File: config.mk
export PLATFORM = sky130hd
export DESIGN_NAME = narnet_feeder
export DESIGN_NICKNAME = d
export VERILOG_FILES = /design/src/rtl/narnet_pkg.sv /design/src/rtl/narnet_out_fifo.sv /design/src/rtl/narnet_feeder.sv
export SDC_FILE = /design/constraint.sdc
export NUM_CORES = 1
export LEC_CHECK = 0
export CAP_MARGIN = 20
export CORE_ASPECT_RATIO = 0.7
export CORE_UTILIZATION = 60
export CTS_CLUSTER_SIZE = 10
export DETAILED_ROUTE_END_ITERATION = 10
export PLACE_DENSITY = 0.92
export SLEW_MARGIN = 20
export SYNTH_ARGS = -nofsm -noshare
export SYNTH_HDL_FRONTEND = slang
export SYNTH_SLANG_ARGS = --single-unit
export TNS_END_PERCENT = 50
File: constraint.sdc
create_clock -name clk -period 4.27 [get_ports clk]
set_input_delay 0.6405 -clock clk [delete_from_list [all_inputs] [get_ports clk]]
set_output_delay 0.6405 -clock clk [all_outputs]
set_load 0.01 [all_outputs]
File: src/rtl/narnet_pkg.sv
// rtl/narnet_pkg.sv - shared state encoding and defaults for the NARX feeder
package narnet_pkg;

  localparam int N_DEF = 10;
  localparam int Q_DEF = 8;

  localparam logic signed [9:0] K_0P375_Q8 = 10'sd96;

  typedef enum logic [2:0] {
    ST_IDLE,
    ST_NNRST,
    ST_ACCEPT,
    ST_ISSUE,
    ST_WAIT,
    ST_PUSH,
    ST_FIN
  } state_t;

  // A zero prime length still needs one seed to start the feedback chain.
  function automatic logic [4:0] eff_prime(input logic [4:0] p);
    return (p == 5'd0) ? 5'd1 : p;
  endfunction

endpackage

File: src/rtl/narnet_out_fifo.sv
// rtl/narnet_out_fifo.sv - synchronous prediction FIFO with full/empty/count
module narnet_out_fifo #(
  parameter int W     = 10,
  parameter int DEPTH = 16
) (
  input  logic                       clk,
  input  logic                       rst,
  input  logic                       wr_en,
  input  logic [W-1:0]               wr_data,
  input  logic                       rd_en,
  output logic [W-1:0]               rd_data,
  output logic                       full,
  output logic                       empty,
  output logic [$clog2(DEPTH):0]     count
);

  localparam int AW = $clog2(DEPTH);

  logic [W-1:0]  mem [DEPTH];
  logic [AW-1:0] wr_ptr;
  logic [AW-1:0] rd_ptr;
  logic          do_wr;
  logic          do_rd;

  assign full    = (count == (AW+1)'(DEPTH));
  assign empty   = (count == '0);
  assign do_wr   = wr_en && !full;
  assign do_rd   = rd_en && !empty;
  assign rd_data = mem[rd_ptr];

  always_ff @(posedge clk or negedge rst) begin
    if (!rst) begin
      wr_ptr <= '0;
      rd_ptr <= '0;
      count  <= '0;
    end else begin
      if (do_wr) wr_ptr <= wr_ptr + 1'b1;
      if (do_rd) rd_ptr <= rd_ptr + 1'b1;
      case ({do_wr, do_rd})
        2'b10:   count <= count + 1'b1;
        2'b01:   count <= count - 1'b1;
        default: ;
      endcase
    end
  end

  always_ff @(posedge clk) begin
    if (do_wr) mem[wr_ptr] <= wr_data;
  end

endmodule

File: src/rtl/narnet_feeder.sv
// rtl/narnet_feeder.sv - primes a NARX network with seeds, then feeds its output back
module narnet_feeder
  import narnet_pkg::*;
#(
  parameter int N          = N_DEF,
  parameter int Q          = Q_DEF,
  parameter int FIFO_DEPTH = 16,
  parameter int TIMEOUT    = 1023
) (
  input  logic         clk,
  input  logic         rst,
  input  logic         start,
  input  logic [4:0]   prime_len,
  input  logic [7:0]   horizon,
  input  logic         s_valid,
  input  logic [N-1:0] s_data,
  output logic         s_ready,
  output logic         nn_rst,
  output logic         nn_enable,
  output logic [N-1:0] nn_x,
  output logic         nn_x_ready,
  input  logic [N-1:0] nn_y,
  input  logic         nn_out_ready,
  output logic         m_valid,
  output logic [N-1:0] m_data,
  input  logic         m_ready,
  output logic         busy,
  output logic         done,
  output logic         timeout_err
);

  localparam int WD_W = $clog2(TIMEOUT + 1);
  localparam logic [WD_W-1:0] WD_LAST = WD_W'(TIMEOUT - 1);

  if (Q > N) begin : g_q_check
    $error("Q must not exceed N");
  end
  if ((FIFO_DEPTH & (FIFO_DEPTH - 1)) != 0) begin : g_depth_check
    $error("FIFO_DEPTH must be a power of two");
  end

  state_t state, next;

  logic [N-1:0]   y_q;
  logic [4:0]     prime_q;
  logic [4:0]     seed_cnt;
  logic [7:0]     rem;
  logic [WD_W-1:0] wd;
  logic           fifo_full;
  logic           fifo_empty;
  logic           fifo_push;
  logic [$clog2(FIFO_DEPTH):0] unused_fifo_count;

  always_ff @(posedge clk or negedge rst) begin
    if (!rst) state <= ST_IDLE;
    else      state <= next;
  end

  always_comb begin
    next = state;
    case (state)
      ST_IDLE:   if (start) next = ST_NNRST;
      ST_NNRST:  next = ST_ACCEPT;
      ST_ACCEPT: if (s_valid) next = ST_ISSUE;
      ST_ISSUE:  next = ST_WAIT;
      ST_WAIT: begin
        if (nn_out_ready) begin
          if (seed_cnt != prime_q) next = ST_ACCEPT;
          else if (rem != 8'd0)    next = ST_PUSH;
          else                     next = ST_FIN;
        end else if (wd == WD_LAST) begin
          next = ST_FIN;
        end
      end
      ST_PUSH:   if (!fifo_full) next = (rem == 8'd1) ? ST_FIN : ST_ISSUE;
      ST_FIN:    next = ST_IDLE;
      default:   next = ST_IDLE;
    endcase
  end

  always_comb begin
    s_ready    = 1'b0;
    nn_rst     = 1'b0;
    nn_x_ready = 1'b0;
    done       = 1'b0;
    busy       = (state != ST_IDLE);
    case (state)
      ST_NNRST:  nn_rst     = 1'b1;
      ST_ACCEPT: s_ready    = 1'b1;
      ST_ISSUE:  nn_x_ready = 1'b1;
      ST_FIN:    done       = 1'b1;
      default:   ;
    endcase
  end

  // Full is the registered occupancy, so a pop in the same cycle cannot free the slot.
  assign fifo_push = (state == ST_PUSH) && !fifo_full;

  always_ff @(posedge clk or negedge rst) begin
    if (!rst) begin
      nn_x        <= '0;
      y_q         <= '0;
      prime_q     <= '0;
      seed_cnt    <= '0;
      rem         <= '0;
      wd          <= '0;
      timeout_err <= 1'b0;
      nn_enable   <= 1'b0;
    end else begin
      nn_enable <= 1'b1;
      case (state)
        ST_IDLE: if (start) begin
          prime_q     <= eff_prime(prime_len);
          rem         <= horizon;
          seed_cnt    <= '0;
          timeout_err <= 1'b0;
        end
        ST_ACCEPT: if (s_valid) begin
          nn_x     <= s_data;
          seed_cnt <= seed_cnt + 5'd1;
        end
        ST_ISSUE: wd <= '0;
        ST_WAIT: begin
          wd <= wd + 1'b1;
          if (nn_out_ready)       y_q         <= nn_y;
          else if (wd == WD_LAST) timeout_err <= 1'b1;
        end
        ST_PUSH: if (!fifo_full) begin
          rem  <= rem - 8'd1;
          nn_x <= y_q;
        end
        default: ;
      endcase
    end
  end

  narnet_out_fifo #(
    .W     (N),
    .DEPTH (FIFO_DEPTH)
  ) u_fifo (
    .clk     (clk),
    .rst     (rst),
    .wr_en   (fifo_push),
    .wr_data (y_q),
    .rd_en   (m_ready),
    .rd_data (m_data),
    .full    (fifo_full),
    .empty   (fifo_empty),
    .count   (unused_fifo_count)
  );

  assign m_valid = !fifo_empty;

endmodule
== Word level (Yosys, flattened, before mapping) ==
Memories as Yosys holds them, arrays and structs flattened.
Index checks and enable logic that the tools add are counted.

* $add $sub $neg: 7
* Multipliers: 0
* Divide/modulo/power cells: 0
* $lt $le $gt $ge: 0
* Equal/unequal tests: 18
* Shifts and indexed selects: 0
* Muxes and demuxes: 31
* Bitwise logic cells: 0
* Reduce and logical (&&, ||, !) cells: 23

{| class="wikitable"
|+ Operator list
! cell !! number
|-
| $pmux W10 S2 || 2
|-
| $mux W3 || 7
|-
| $mux W10 || 2
|-
| $pmux W5 S2 || 2
|-
| $pmux W3 S6 || 1
|-
| $mux W8 || 2
|-
| $pmux W8 S2 || 1
|-
| $mux W5 || 3
|-
| $reduce_bool A2 Y1 || 6
|-
| $add A10 B1 Y10 const B || 1
|-
| $add A5 B1 Y5 const B || 2
|-
| $eq A10 B10 Y1 const B || 1
|-
| $logic_not A5 Y1 || 2
|-
| $ne A2 B2 Y1 const B || 5
|-
| $eq A3 B3 Y1 const B || 3
|-
| $mux W1 || 9
|-
| $reduce_and A3 Y1 || 3
|-
| $add A4 B1 Y4 const B || 2
|-
| $eq A8 B1 Y1 const B || 1
|-
| $reduce_and A4 Y1 || 2
|-
| $reduce_bool A8 Y1 || 1
|-
| $sub A8 B1 Y8 const B || 1
|-
| $eq A3 B2 Y1 const B || 2
|-
| $eq A5 B5 Y1 const B || 1
|-
| other kinds (13) || 17
|}

* Bits in registers: 66
* Latch bits: 0
* Memory bits (writable): 160
* ROM bits: 0
* Input bits: 39
* Output and inout port bits: 28
* Logic and storage cells: 92
* Memories: 1

{| class="wikitable"
|+ Memory list
! name !! words !! width !! rd ports !! clocked after memory_dff !! write ports !! RTL line !! source
|-
| u_fifo.mem || 16 || 10 || 1 || 0 || 1 || narnet_out_fifo.sv:19 || <nowiki>logic [W-1:0] mem [DEPTH];</nowiki>
|}

== Depth between registers and ports, before layout ==
* Word-level depth: 6
* Depth in mapped cells: 12
* Depth with buffers taken out: 11

== By module ==
From an unflattened synthesis, not the netlist that was laid out.

* Cell total of the unflattened synthesis: 660
* Area total of the unflattened synthesis: 9703.1 um^2

{| class="wikitable"
|+ By module, submodules not included
! module !! times used !! cells each !! area an instance (um^2) !! seq. area each (um^2)
|-
| narnet_out_fifo || 1 || 390 || 7013.0 || 5129.9
|-
| narnet_feeder || 1 || 270 || 2690.1 || 1326.3
|}

== Worst setup path before layout ==
No wires, ideal clock.

* Path kind: flip-flop to flip-flop
* Start point: register u_fifo.count[1]
* End point: register u_fifo.count[4]
* Library setup time: 123 ps
* Data arrival time: 2795 ps
* Data required time: 4147 ps
* Slack: 1352 ps
* Stages on the path, launching flop included: 12
* Buffers on the path: 1
* Period minus slack after synthesis: 2918 ps
* Cells stage by stage: dfrtp_1 nor4_1 nand2b_1 and2_1 clkbuf_1 ha_1 ha_1 nor2b_1 o21ai_0 a21oi_1 or3b_2 xnor2_1

* Elaborated cells on any way between the ends: 13
* Those cells by class: add/sub: 2; eq/ne: 3; mux: 1; reduce/logical: 7

{| class="wikitable"
|+ RTL lines
! element !! RTL line !! source
|-
| start, declared || narnet_out_fifo.sv:14 || <nowiki>output logic [$clog2(DEPTH):0] count</nowiki>
|-
| start signal, assigned || narnet_out_fifo.sv:40 || <nowiki>2'b10: count <= count + 1'b1;</nowiki>
|-
| start signal, assigned || narnet_out_fifo.sv:41 || <nowiki>2'b01: count <= count - 1'b1;</nowiki>
|-
| $logic_not A5 Y1 (*) || narnet_out_fifo.sv:26 || <nowiki>assign empty = (count == '0);</nowiki>
|-
| $logic_not A1 Y1 (*) || - ||
|-
| net m_valid || narnet_feeder.sv:24 || <nowiki>output logic m_valid,</nowiki>
|-
| $logic_and A1 B1 Y1 (*) || narnet_out_fifo.sv:28 || <nowiki>assign do_rd = rd_en && !empty;</nowiki>
|-
| net u_fifo.do_rd || narnet_out_fifo.sv:23 || <nowiki>logic do_rd;</nowiki>
|-
| $eq A2 B1 Y1 or $eq A2 B2 Y1 (tied branches) || narnet_out_fifo.sv:39 || <nowiki>case ({do_wr, do_rd})</nowiki>
|-
| $pmux W5 S2 or $reduce_bool A2 Y1 (tied branches) || - ||
|}

Mark *: on every way through the listed nets, which the timed path passes. The rest lies on a longest branch.
A chain may end at the register's enable or synchronous reset.

== Final worst setup path ==
* Start point: register u_fifo.rd_ptr[0]
* End point: output m_data[5]

* Longest elaborated chain between the ends: 1

{| class="wikitable"
|+ Ends and longest elaborated chain
! element !! RTL line !! source
|-
| start, declared || narnet_out_fifo.sv:21 || <nowiki>logic [AW-1:0] rd_ptr;</nowiki>
|-
| start signal, assigned || narnet_out_fifo.sv:38 || <nowiki>if (do_rd) rd_ptr <= rd_ptr + 1'b1;</nowiki>
|-
| $mem_v2 Z16 W10 || - ||
|-
| end, declared || narnet_feeder.sv:25 || <nowiki>output logic [N-1:0] m_data,</nowiki>
|}

Every way passes these cells.

==> flow_metrics.env <==
export IMPL_worst_r2r_setup_slack_ns=0.90
export IMPL_number_of_endpoints_with_negative_hold_slack_in_the_final_report=0
export IMPL_root_buf_cell="sky130_fd_sc_hd__clkbuf_16"
export IMPL_max_clock_freq_mhz=260
export IMPL_finalSetupTns_ns=0
export IMPL_critical_path_reg2reg_startpoint="state[1]"
export IMPL_filler_cell_count=962
export IMPL_multi_input_comb_area_um2=2850
export IMPL_num_rows=38
export IMPL_grt_ovfl_total=0
export IMPL_postSynth_asyncResetShare=0.292
export IMPL_detail_route_drc_violations=3
export IMPL_buffer_ports_inserted=66
export IMPL_boundaryPins=67
export IMPL_cp_data_arrival_time_ns=3.20
export IMPL_worst_ir_drop_vdd_v=0.000356
export IMPL_fraction_of_final_layout_cells_sized_beyond_drive_strength_1=0.145
export IMPL_synth_net_count=660
export IMPL_violated_checks="design-rule violations"
export IMPL_max_cap_viol_count=0
export IMPL_worst_path_max_fanout=23
export IMPL_grtUsageMet1=0.383
export IMPL_antenna_violations_before_repair=0
export IMPL_synth_enable_flop_cells=160
export IMPL_clock_tree_from_tritoncts="built"
export IMPL_route_detailed_wl_per_inst_um=23.8
export IMPL_synth_seq_cells=226
export IMPL_dr_first_iter_drc_count=564
export IMPL_slew_at_the_pin_closest_to_its_max_slew_limit_ns=0.925
export IMPL_cts_hold_fix_bufs=0
export IMPL_floorplan_initialDensity=0.613
export IMPL_grt_busiest_layer="met2"
export IMPL_dp_final_hpwl_um=13100
export IMPL_groute_layer_met2_usage=0.459
export IMPL_firstDrtPassIters=8
export IMPL_timing_critical_path_to_type="output pin"
export IMPL_synth_seq_area_share=0.680
export IMPL_synth_flop_cell="sky130_fd_sc_hd__edfxtp_1"
export IMPL_timing_reg2reg_worst_path_depth=13
export IMPL_setup_repair_after_global_routing_missed_its_margin="no"
export IMPL_routed_via_density=6.32
export IMPL_cts_sink_count=226
export IMPL_drv_slew=0
export IMPL_dieWidth_um=152
export IMPL_crit_reg2reg_capture="u_fifo.count[4]"
export IMPL_worstSetupStartpointType="register"
export IMPL_cellLeakagePower_nw=4.01
export IMPL_pin_count_of_the_biggest_net_entering_global_routing=41
export IMPL_worst_ep_required_time_ns=3.63
export IMPL_dieHeight_um=107
export IMPL_worstSkewPairLatency_ns=0.52
export IMPL_route_final_wire_length_um=21300
export IMPL_cts_htree_levels=1
export IMPL_setup_viol_count_final=0
export IMPL_placed_area_um2=10300
export IMPL_finalInstanceArea_um2=11100
export IMPL_min_cycle_time_layout_ns=3.84
export IMPL_gpl_final_weighted_congestion=0.961
export IMPL_hold_path_class="in -> async"
export IMPL_ff_latch_area_um2=6460
export IMPL_vias=5658
export IMPL_global_route_usage_met3=0.0515
export IMPL_cts_setup_buffers=0
export IMPL_clock_skew_ns=0.00961
export IMPL_longest_clk_path_bufs=3
export IMPL_worst_setup_hold_path_clk_slew_ns=0.06
export IMPL_floorplan_die_area_um2=16300
export IMPL_maxSlewHeadroom=0.384
export IMPL_via_count_of_the_first_global_routing_pass=5804
export IMPL_post_cts_resized=0
export IMPL_synth_cell_types=46
export IMPL_gr_usage_all_layers=0.276
export IMPL_synth_avg_cell_area_um2=15.7
export IMPL_synth_cell_area_um2=9500
export IMPL_route_antenna_remaining_nets=0
export IMPL_fin_crit_sh=0.900
export IMPL_numCtsBuffers=26
export IMPL_fin_nets=730
export IMPL_status="finished, violations left"
export IMPL_core_region_area_um2=15500
export IMPL_power_density_nw_per_um2=677
export IMPL_grt_first_pass_wirelength_um=33300
export IMPL_ys_warnings_count=0
export IMPL_worstSetupPathType="reg -> out"
export IMPL_insertedDiodeCount=0
export IMPL_flow_area_growth_from_synthesis_pct=16.6
export IMPL_syn_instance_count=606
==> report_power, final <==
| part | switching (W) | leakage (nW) | total, W | internal (W) |
|---|---|---|---|---|
| Clock | 0.000813 | 0.354 | 0.00195 | 0.00114 |
| Sequential | 0.000594 | 2.27 | 0.00343 | 0.00283 |
| Combinational | 0.000961 | 1.39 | 0.00211 | 0.00115 |
==> cells by family (layout without fill, tap and decap cells) <==
group	after synthesis	count (layout)	synth area share
AO/OA/AOI/OAI	72	72	0.0447
XOR/XNOR	19	19	0.0175
adder cells (fa/ha/maj)	15	15	0.0206
buffers and inverters	46	135	0.0211
flip-flops	226	226	0.680
multiplexers	62	62	0.133
other	1	1	0.000395
AND/OR/NAND/NOR	165	165	0.0833
==> placed cells by master (no fill, tap or decap), drive strengths merged, types with 9 or more instances in the layout <==
master / Yosys / final
a21oi: 15 / 15
a31oi: 14 / 14
and2: 14 / 14
clkbuf: 20 / 45
clkdlybuf4s50: 0 / 65
dfrtp: 66 / 66
edfxtp: 160 / 160
ha: 14 / 14
inv: 15 / 15
mux2: 11 / 11
mux4: 50 / 50
nand2: 58 / 58
nand3: 15 / 15
nor2: 35 / 35
nor3: 9 / 9
o21ai: 29 / 29
xor2: 11 / 11
==> how the worst max path moves through the flow <==
| stage | startpoint | end | slack, ns | cells after the start |
|---|---|---|---|---|
| 3_3_place_gp | u_fifo.rd_ptr[0] | m_data[7] | 0.99 | 4 |
| 3_5_place_dp | u_fifo.rd_ptr[0] | m_data[7] | 0.94 | 4 |
| 2_1_floorplan | u_fifo.count[1] | u_fifo.count[4] | 1.35 | 11 |
| 6_report | u_fifo.rd_ptr[0] | m_data[5] | 0.43 | 4 |
| 4_1_cts | u_fifo.rd_ptr[0] | m_data[5] | 0.37 | 4 |
| 5_1_grt | u_fifo.rd_ptr[0] | m_data[5] | 0.26 | 4 |
==> layout make-up <==
| cell class | instances | area share |
|---|---|---|
| Clock buffer | 45 | 0.0652 |
| Clock inverter | 2 | 0.00192 |
| Inverter | 15 | 0.00508 |
| Multi-Input combinational cell | 334 | 0.257 |
| Sequential cell | 226 | 0.583 |
| Tap cell | 200 | 0.0226 |
| Timing Repair Buffer | 73 | 0.0651 |
==> flip-flops by register name, summed over array words and instances, names as in the netlist <==
name	flops
u_fifo.mem	160
nn_x	10
wd	10
y_q	10
rem	8
prime_q	5
seed_cnt	5
u_fifo.count	5
u_fifo.rd_ptr	4
u_fifo.wr_ptr	4
state	3
nn_enable	1
timeout_err	1
==> stage by stage <==
step	setup slack (ns)	hold slack, ns	std cells	utilization	power (W)
after detailed placement	0.936	0.489	848	0.667	0.00555
after global placement	0.988	0.463	848	0.667	0.00537
after global routing	0.264	0.295	895	0.714	0.00783
after CTS	0.370	0.261	895	0.714	0.00750
final	0.427	0.235	895	0.714	0.00749
after floorplan	1.35	0.345	606	-	0.00468
==> worst max-delay path: stages, from the launching register on <==
cell	delay [ns]
sky130_fd_sc_hd__dfrtp_2	0.82
sky130_fd_sc_hd__buf_12	0.30
sky130_fd_sc_hd__mux4_2	0.54
sky130_fd_sc_hd__mux4_2	0.50
sky130_fd_sc_hd__clkdlybuf4s50_1	0.50
==> layer usage <==
layer	share of wire	wire length (um)
met5	0	0
met2	0.49	10400
met3	0.097	2060
met1	0.40	8460
met4	0.019	406
==> cells in the mapped netlist (2+ instances only) <==
master	instances	share of area
sky130_fd_sc_hd__buf_1	2	0.00079
sky130_fd_sc_hd__o21ai_1	2	0.0011
sky130_fd_sc_hd__dfrtp_1	66	0.17
sky130_fd_sc_hd__nor3b_1	2	0.0016
sky130_fd_sc_hd__o41ai_1	2	0.0018
sky130_fd_sc_hd__a22oi_1	2	0.0016
sky130_fd_sc_hd__nand3_1	15	0.0079
sky130_fd_sc_hd__and4_1	4	0.0037
sky130_fd_sc_hd__nor3_1	9	0.0047
sky130_fd_sc_hd__and3_1	7	0.0046
sky130_fd_sc_hd__nand2b_1	4	0.0026
sky130_fd_sc_hd__nor4_1	4	0.0026
sky130_fd_sc_hd__nand2_1	58	0.023
sky130_fd_sc_hd__o32ai_1	2	0.0018
sky130_fd_sc_hd__edfxtp_1	160	0.51
sky130_fd_sc_hd__ha_1	14	0.018
sky130_fd_sc_hd__nand4_1	8	0.0053
sky130_fd_sc_hd__mux2_2	11	0.013
sky130_fd_sc_hd__nor2_1	35	0.014
sky130_fd_sc_hd__a211oi_1	2	0.0016
sky130_fd_sc_hd__and2_1	14	0.0092
sky130_fd_sc_hd__o21ai_0	27	0.014
sky130_fd_sc_hd__inv_1	15	0.0059
sky130_fd_sc_hd__a31oi_1	14	0.0092
sky130_fd_sc_hd__xor2_1	11	0.010
sky130_fd_sc_hd__clkbuf_1	20	0.0079
sky130_fd_sc_hd__xnor2_1	8	0.0074
sky130_fd_sc_hd__a21oi_1	15	0.0079
sky130_fd_sc_hd__buf_4	4	0.0032
sky130_fd_sc_hd__mux4_2	50	0.12
sky130_fd_sc_hd__buf_2	4	0.0021
Power figures use the tool's default switching activity.
